File: config.mk
export PLATFORM = sky130hd
export DESIGN_NAME = grid_canvas_ctrl_flat
export DESIGN_NICKNAME = d
export VERILOG_FILES = /design/src/rtl/grid_canvas_ctrl_if.sv /design/src/rtl/grid_canvas_ctrl.sv /design/src/flat_wrapper.sv
export SDC_FILE = /design/constraint.sdc
export NUM_CORES = 1
export LEC_CHECK = 0
export ABC_AREA = 1
export BUFFER_PORTS_ARGS = -buffer_cell sky130_fd_sc_hd__buf_4
export CAP_MARGIN = 0
export CORE_MARGIN = 2
export CORE_UTILIZATION = 52
export DETAILED_ROUTE_END_ITERATION = 8
export GPL_TIMING_DRIVEN = 0
export PLACE_DENSITY = 0.78
export SYNTH_ARGS = -nofsm -noshare
export SYNTH_HDL_FRONTEND = slang
export SYNTH_SLANG_ARGS = --single-unit
File: constraint.sdc
create_clock -name CLOCK_50 -period 6.3 [get_ports CLOCK_50]
set_input_delay 1.575 -clock CLOCK_50 [delete_from_list [all_inputs] [get_ports CLOCK_50]]
set_output_delay 1.575 -clock CLOCK_50 [all_outputs]
set_load 0.05 [all_outputs]
File: src/rtl/grid_canvas_ctrl_if.sv
// Canvas memory port: synchronous write plus a read address whose data returns one cycle later.
interface grid_canvas_ctrl_if #(
  parameter int unsigned ADDR_W = 10,
  parameter int unsigned DATA_W = 32
) ();
  logic              wr_en;
  logic [ADDR_W-1:0] wr_addr;
  logic [DATA_W-1:0] wr_data;
  logic [ADDR_W-1:0] rd_addr;
  logic [DATA_W-1:0] rd_data;

  modport master (output wr_en, output wr_addr, output wr_data, output rd_addr, input rd_data);
  modport slave  (input wr_en, input wr_addr, input wr_data, input rd_addr, output rd_data);
endinterface

File: src/rtl/grid_canvas_ctrl.sv
// Drawing-grid controller: wipes the canvas, moves a keyboard-driven cursor, inks or erases
// cells, and streams the canvas to a VGA adapter with the cursor cell highlighted.
module grid_canvas_ctrl #(
  parameter int unsigned GRID_W      = 28,
  parameter int unsigned GRID_H      = 28,
  parameter int unsigned PIXEL_SCALE = 4,
  parameter int unsigned DATA_W      = 32,
  parameter logic signed [DATA_W-1:0] INK = 1,
  parameter int unsigned MOVE_DELAY  = 2000000,
  localparam int unsigned CELLS  = GRID_W * GRID_H,
  localparam int unsigned ADDR_W = $clog2(CELLS),
  localparam int unsigned XW     = $clog2(GRID_W),
  localparam int unsigned YW     = $clog2(GRID_H),
  localparam int unsigned VX     = $clog2(GRID_W * PIXEL_SCALE),
  localparam int unsigned VY     = $clog2(GRID_H * PIXEL_SCALE),
  localparam int unsigned CW     = $clog2(MOVE_DELAY + 1),
  localparam int unsigned PS_SH  = $clog2(PIXEL_SCALE)
) (
  input  logic                      CLOCK_50,
  input  logic                      reset,
  input  logic                      on,
  input  logic                      key_valid,
  input  logic [7:0]                key_code,
  input  logic                      draw,
  input  logic                      erase,
  input  logic                      clear,
  grid_canvas_ctrl_if.master        mem,
  output logic [VX-1:0]             vga_x,
  output logic [VY-1:0]             vga_y,
  output logic [2:0]                vga_colour,
  output logic                      vga_plot,
  output logic [XW-1:0]             cursor_x,
  output logic [YW-1:0]             cursor_y,
  output logic                      busy
);

  typedef enum logic [0:0] {StClear, StMove} state_e;

  state_e            state_q, state_d;
  logic [ADDR_W-1:0] cnt_q, cnt_d;
  logic [XW-1:0]     cur_x_q, cur_x_d;
  logic [YW-1:0]     cur_y_q, cur_y_d;
  logic [CW-1:0]     cool_q, cool_d;
  logic              brk_q, brk_d;
  logic [VX-1:0]     sx_q, sx_d;
  logic [VY-1:0]     sy_q, sy_d;
  logic [VX-1:0]     vx_q;
  logic [VY-1:0]     vy_q;
  logic [XW-1:0]     cell_x_q, scan_cx;
  logic [YW-1:0]     cell_y_q, scan_cy;
  logic              plot_q;
  logic              moved;
  logic [ADDR_W-1:0] cur_addr;

  assign scan_cx     = XW'(sx_q >> PS_SH);
  assign scan_cy     = YW'(sy_q >> PS_SH);
  assign mem.rd_addr = ADDR_W'(scan_cy) * ADDR_W'(GRID_W) + ADDR_W'(scan_cx);
  assign cur_addr    = ADDR_W'(cur_y_q) * ADDR_W'(GRID_W) + ADDR_W'(cur_x_q);
  assign cursor_x    = cur_x_q;
  assign cursor_y    = cur_y_q;
  assign vga_x       = vx_q;
  assign vga_y       = vy_q;
  assign vga_plot    = plot_q;

  // FSM state register; on=0 freezes it.
  always_ff @(posedge CLOCK_50) begin
    if (reset) begin
      state_q <= StClear;
    end else if (on) begin
      state_q <= state_d;
    end
  end

  // FSM next state: sweep ends after the last cell, clear restarts it.
  always_comb begin
    state_d = state_q;
    unique case (state_q)
      StClear: if (cnt_q == ADDR_W'(CELLS - 1)) state_d = StMove;
      StMove:  if (clear) state_d = StClear;
      default: state_d = StClear;
    endcase
  end

  // FSM outputs: canvas write port and busy flag.
  always_comb begin
    mem.wr_en   = 1'b0;
    mem.wr_addr = '0;
    mem.wr_data = '0;
    busy        = (state_q == StClear);
    if (on && !reset) begin
      unique case (state_q)
        StClear: begin
          mem.wr_en   = 1'b1;
          mem.wr_addr = cnt_q;
        end
        StMove: begin
          // Erase wins over draw; clear suppresses both.
          if (!clear && (erase || draw)) begin
            mem.wr_en   = 1'b1;
            mem.wr_addr = cur_addr;
            mem.wr_data = erase ? '0 : INK;
          end
        end
        default: ;
      endcase
    end
  end

  // Key decoding, cursor stepping, cooldown and sweep counter next state.
  always_comb begin
    cur_x_d = cur_x_q;
    cur_y_d = cur_y_q;
    brk_d   = brk_q;
    cool_d  = cool_q;
    cnt_d   = cnt_q;
    moved   = 1'b0;
    if (cool_q != '0) cool_d = cool_q - 1'b1;
    // E0 (extended prefix) leaves the break flag untouched.
    if (key_valid && key_code != 8'hE0) begin
      if (brk_q) begin
        brk_d = 1'b0;
      end else if (key_code == 8'hF0) begin
        brk_d = 1'b1;
      end else if (state_q == StMove && !clear && cool_q == '0) begin
        case (key_code)
          8'h6B: if (cur_x_q != '0) begin
            cur_x_d = cur_x_q - 1'b1;
            moved   = 1'b1;
          end
          8'h74: if (cur_x_q != XW'(GRID_W - 1)) begin
            cur_x_d = cur_x_q + 1'b1;
            moved   = 1'b1;
          end
          8'h75: if (cur_y_q != '0) begin
            cur_y_d = cur_y_q - 1'b1;
            moved   = 1'b1;
          end
          8'h72: if (cur_y_q != YW'(GRID_H - 1)) begin
            cur_y_d = cur_y_q + 1'b1;
            moved   = 1'b1;
          end
          default: ;
        endcase
      end
    end
    // Only a step that actually moved starts a cooldown.
    if (moved) cool_d = CW'(MOVE_DELAY);
    if (state_q == StClear) begin
      cnt_d = (cnt_q == ADDR_W'(CELLS - 1)) ? '0 : cnt_q + 1'b1;
    end else if (clear) begin
      cnt_d = '0;
    end
  end

  // Free-running raster scanner next state, sx fastest.
  always_comb begin
    sx_d = sx_q + 1'b1;
    sy_d = sy_q;
    if (sx_q == VX'(GRID_W * PIXEL_SCALE - 1)) begin
      sx_d = '0;
      sy_d = (sy_q == VY'(GRID_H * PIXEL_SCALE - 1)) ? '0 : sy_q + 1'b1;
    end
  end

  // Datapath state; all of it holds while on=0.
  always_ff @(posedge CLOCK_50) begin
    if (reset) begin
      cnt_q   <= '0;
      cur_x_q <= XW'(GRID_W / 2);
      cur_y_q <= YW'(GRID_H / 2);
      cool_q  <= '0;
      brk_q   <= 1'b0;
      sx_q    <= '0;
      sy_q    <= '0;
    end else if (on) begin
      cnt_q   <= cnt_d;
      cur_x_q <= cur_x_d;
      cur_y_q <= cur_y_d;
      cool_q  <= cool_d;
      brk_q   <= brk_d;
      sx_q    <= sx_d;
      sy_q    <= sy_d;
    end
  end

  // Delay pixel position one cycle so it lines up with rd_data.
  always_ff @(posedge CLOCK_50) begin
    if (reset) begin
      vx_q     <= '0;
      vy_q     <= '0;
      cell_x_q <= '0;
      cell_y_q <= '0;
      plot_q   <= 1'b0;
    end else begin
      vx_q     <= sx_q;
      vy_q     <= sy_q;
      cell_x_q <= scan_cx;
      cell_y_q <= scan_cy;
      plot_q   <= on;
    end
  end

  // Pixel colour: cursor red, inked white, empty blue.
  always_comb begin
    vga_colour = 3'b001;
    if (plot_q) begin
      if (cell_x_q == cur_x_q && cell_y_q == cur_y_q) begin
        vga_colour = 3'b100;
      end else if (mem.rd_data != '0) begin
        vga_colour = 3'b111;
      end
    end
  end

endmodule

File: src/flat_wrapper.sv
// flat-port wrapper written by rule: the top's interface ports become plain ports
module grid_canvas_ctrl_flat 
#(
  parameter int unsigned GRID_W      = 28,
  parameter int unsigned GRID_H      = 28,
  parameter int unsigned PIXEL_SCALE = 4,
  parameter int unsigned DATA_W      = 32,
  parameter logic signed [DATA_W-1:0] INK = 1,
  parameter int unsigned MOVE_DELAY  = 2000000,
  localparam int unsigned CELLS  = GRID_W * GRID_H,
  localparam int unsigned ADDR_W = $clog2(CELLS),
  localparam int unsigned XW     = $clog2(GRID_W),
  localparam int unsigned YW     = $clog2(GRID_H),
  localparam int unsigned VX     = $clog2(GRID_W * PIXEL_SCALE),
  localparam int unsigned VY     = $clog2(GRID_H * PIXEL_SCALE),
  localparam int unsigned CW     = $clog2(MOVE_DELAY + 1),
  localparam int unsigned PS_SH  = $clog2(PIXEL_SCALE)
)
  (CLOCK_50, reset, on, key_valid, key_code, draw, erase, clear, vga_x, vga_y, vga_colour, vga_plot, cursor_x, cursor_y, busy, mem_wr_en, mem_wr_addr, mem_wr_data, mem_rd_addr, mem_rd_data);
  grid_canvas_ctrl_if #(.ADDR_W(($clog2(((28) * (28))))), .DATA_W(DATA_W)) mem_i ();
  input  logic CLOCK_50;
  input  logic reset;
  input  logic on;
  input  logic key_valid;
  input  logic [7:0] key_code;
  input  logic draw;
  input  logic erase;
  input  logic clear;
  output logic [VX-1:0] vga_x;
  output logic [VY-1:0] vga_y;
  output logic [2:0] vga_colour;
  output logic vga_plot;
  output logic [XW-1:0] cursor_x;
  output logic [YW-1:0] cursor_y;
  output logic busy;
  output wire logic [$bits(mem_i.wr_en)-1:0] mem_wr_en;
  output wire logic [$bits(mem_i.wr_addr)-1:0] mem_wr_addr;
  output wire logic [$bits(mem_i.wr_data)-1:0] mem_wr_data;
  output wire logic [$bits(mem_i.rd_addr)-1:0] mem_rd_addr;
  input wire logic [$bits(mem_i.rd_data)-1:0] mem_rd_data;
  assign mem_wr_en = mem_i.wr_en;
  assign mem_wr_addr = mem_i.wr_addr;
  assign mem_wr_data = mem_i.wr_data;
  assign mem_rd_addr = mem_i.rd_addr;
  assign mem_i.rd_data = mem_rd_data;
  grid_canvas_ctrl #(.GRID_W(GRID_W), .GRID_H(GRID_H), .PIXEL_SCALE(PIXEL_SCALE), .DATA_W(DATA_W), .INK(INK), .MOVE_DELAY(MOVE_DELAY)) u_core (.CLOCK_50(CLOCK_50), .reset(reset), .on(on), .key_valid(key_valid), .key_code(key_code), .draw(draw), .erase(erase), .clear(clear), .mem(mem_i), .vga_x(vga_x), .vga_y(vga_y), .vga_colour(vga_colour), .vga_plot(vga_plot), .cursor_x(cursor_x), .cursor_y(cursor_y), .busy(busy));
endmodule
==> reports/results.txt <==
hold endpoint: u_core.vga_x[1]
Pwr Total: 1610 uW
net switching power figure: 694 uW
most frequent cells in the layout: 140 x nand2_1, 130 x buf_4, 98 x nor2_1
router iterations before antenna repair: 5
worst vdd rail ir drop: 161 uV
Initial Util: 53.0%
Comb power frac: 42.5%
WHS: 479 ps
Final Cell Area: 0.00660 sq mm
Final TNS setup: 0 ps
CP startpoint kind: flop
crit path time final: 4880 ps
pin count of the biggest net entering global routing: 17
top cells by area in the synthesized netlist: dfxtp_1 27%, nand2_1 9.7%, ha_1 8.5%
Core ar.: 0.0102 sq mm
CTS tree: yes
FF-to-FF Start: u_core.cursor_y[2]
Worst EP required: 4720 ps
RSZ-0062 raised after global routing: no
first-pass GRT wire length: 21.2 mm
nets@finish: 996
sw frac: 43.0%
# Post-CTS Setup Buffers: 0
Post-DP Area: 0.00641 sq mm
post-CTS sizing: 0
outcome: complete, no violations
max incr delay on CP: 660 ps
critical setup path kind: reg2out
Final ANT Viol Nets: 0
Placer Congestion: 0.879
Worst-Margin Slew: 532 ps
WL final: 12.8 mm
syn avg cell area: 7.11 sq um
clock-pin slew on the worst setup and hold paths: 90 ps
#FFs+latches synth: 72
Port-buffer cells: 95
clk_lat worst skew: 360 ps
crit end category: primary output
CTS Buf Count: 9
vias in the first global route: 4682
vias per cell: 4.95
diode count: 0
number of hold buffers added after cts: 0
Via Count: 5147
Final Util: 64.5%
WHS Path Cells: 2
Max Fclk: 205 MHz
EDFF count, synth: 0
Post-DP HPWL: 10.2 mm
start point of the critical path: u_core.cursor_y[2]
FFs w/ async S/R, synth: 0%
Die X: 106 um
Max Fanout on Critical Path: 9
layout cells sized above 1: 19.5%
most common cell after layout, fill and taps aside: nand2_1
worst r2r path cells: 11
post-synth cell types: 46
PwrDens: 244 mW/mm^2
Site Rows: 37
Die Y: 106 um
Top Family by Delay on Critical Path: adder cells
Layout area overhead: 21.9%
total die area: 0.0113 sq mm
Hold Startpoint: u_core.sx_q[1]
Final Cycle Share: 77.4%
Critical-path top delay cell: dfxtp_1
DR WL/cell: 12.3 um
Yosys top cell area share: 26.6%
sequential-to-total area share from yosys stat: 26.6%
Crit path arrival time: 3300 ps
Reg2Reg Setup Slack: 4170 ps
Ys Warns: 0
clk buf depth: 2
Setup-failing EPs final: 0
CP Buf/Inv Count: 3
Remaining Overflow, GRT: 0
# IOs: 129
DRC: 0
Total GRT Usage: 23.1%
number of max-cap violations: 0
worst hold path type: reg2reg
cells along the critical path: fa_1, ha_1, fa_1, nand3_1, o211ai_1, xor2_1, inv_1, nor2_1, nor2_1, o21ai_0, inv_1, buf_4
final-report max-slew violation count: 0
worst r2r dst: u_core.cool_q[3]
CTS H-tree depth: 3
Internal Power: 920 uW
initial antenna violation count: 0
Setup Skew: 15.3 ps
Final Hold Vio Count: 0
root buffer cell: clkbuf_8
Clock Sinks: 72
Worst slew margin: 64.5%
Main synth FF type: dfxtp_1
Post-Synthesis Cells: 762
synthesized area: 0.00542 sq mm
Synth area leader: dfxtp_1
Clock power frac: 23.2%
Leakage: 0.00333 uW
Iter 0 DRT Violations: 272
Flop pwr share: 34.4%
-- per-stage QoR --
| stage | cells | setup WS [ps] |
|---|---|---|
| after CTS | 1039 | 1380 |
| after floorplan | 792 | 1150 |
| after global routing | 1039 | 1180 |
| after global placement | 1023 | 1630 |
| after detailed placement | 1023 | 1630 |
| final | 1039 | 1420 |
-- sequential cells by signal, indices dropped and copies added (netlist names) --
register	count
u_core.vga_y	3
u_core.sx_q	7
u_core.state_q	1
u_core.vga_plot	1
u_core.cnt_q	10
u_core.brk_q	1
u_core.cursor_y	5
u_core.cell_y_q	4
u_core.cool_q	21
u_core.vga_x	3
u_core.cell_x_q	4
u_core.sy_q	7
u_core.cursor_x	5
-- per-layer routing --
| metal | GRT usage, % | vias up | part of all wire, % |
|---|---|---|---|
| met2 | 40.6 | 149 | 49 |
| met3 | 3.62 | 20 | 5.3 |
| met5 | 0 | - | 0 |
| met4 | 7.14 | 0 | 1.5 |
| met1 | 29.0 | 2294 | 44 |
| li1 | - | 2684 | - |
-- final cells by class --
| type | instances | area [sq um] |
|---|---|---|
| clock inverter | 7 | 66.3 |
| timing repair buffer | 95 | 713 |
| inverter | 96 | 360 |
| sequential | 72 | 1440 |
| clock buffer | 9 | 124 |
| buffer | 47 | 327 |
| multi-input combinational | 577 | 3400 |
| fill | 934 | 3630 |
| tap | 136 | 170 |
-- synthesized netlist by cell type, types with 5 or more instances --
library cell  count
nor3_1            8
xnor2_1          10
nand3_1          63
dfxtp_1          72
nor2_1           98
buf_4            35
xor2_1           34
a21oi_1          46
inv_1            92
nand4_1          12
fa_1             14
a211oi_1          6
clkbuf_1          6
nor2_2            7
nor3b_1           5
nor4_1           13
ha_1             37
o21ai_0          24
nand2_1         140
-- kinds of logic after synthesis --
family / count (synthesis) / share of synthesized area (%)
XOR/XNOR: 44 / 7.11
AND/OR/NAND/NOR: 362 / 30.6
flip-flops: 72 / 26.6
AO/OA/AOI/OAI: 89 / 9.26
adder cells (fa/ha/maj): 51 / 13.7
other: 1 / 0.0692
buffers and inverters: 143 / 12.7
-- tightest hold or removal path, delay by kind of cell, from the launching register on --
family,cells,cell delay (ps)
buffers and inverters,1,60
DFF,1,320
and+or+nand+nor,1,50
-- worst max path at each step --
stage,end,cells past startpoint,slack [ps]
after floorplan,mem_wr_addr[6],8,1150
after global placement,mem_wr_addr[2],6,1630
after detailed placement,mem_wr_addr[2],6,1630
after CTS,mem_wr_addr[9],12,1380
after global routing,mem_wr_addr[9],13,1180
final,mem_wr_addr[9],12,1420
-- power groups by stage --
stage | combinational, uW | sequential (uW) | clock (uW)
6_report | 685 | 555 | 374
5_1_grt | 783 | 564 | 394
4_1_cts | 684 | 554 | 378
2_1_floorplan | 555 | 558 | 0
3_5_place_dp | 675 | 564 | 0
3_3_place_gp | 666 | 563 | 0
Power figures use the tool's default switching activity.
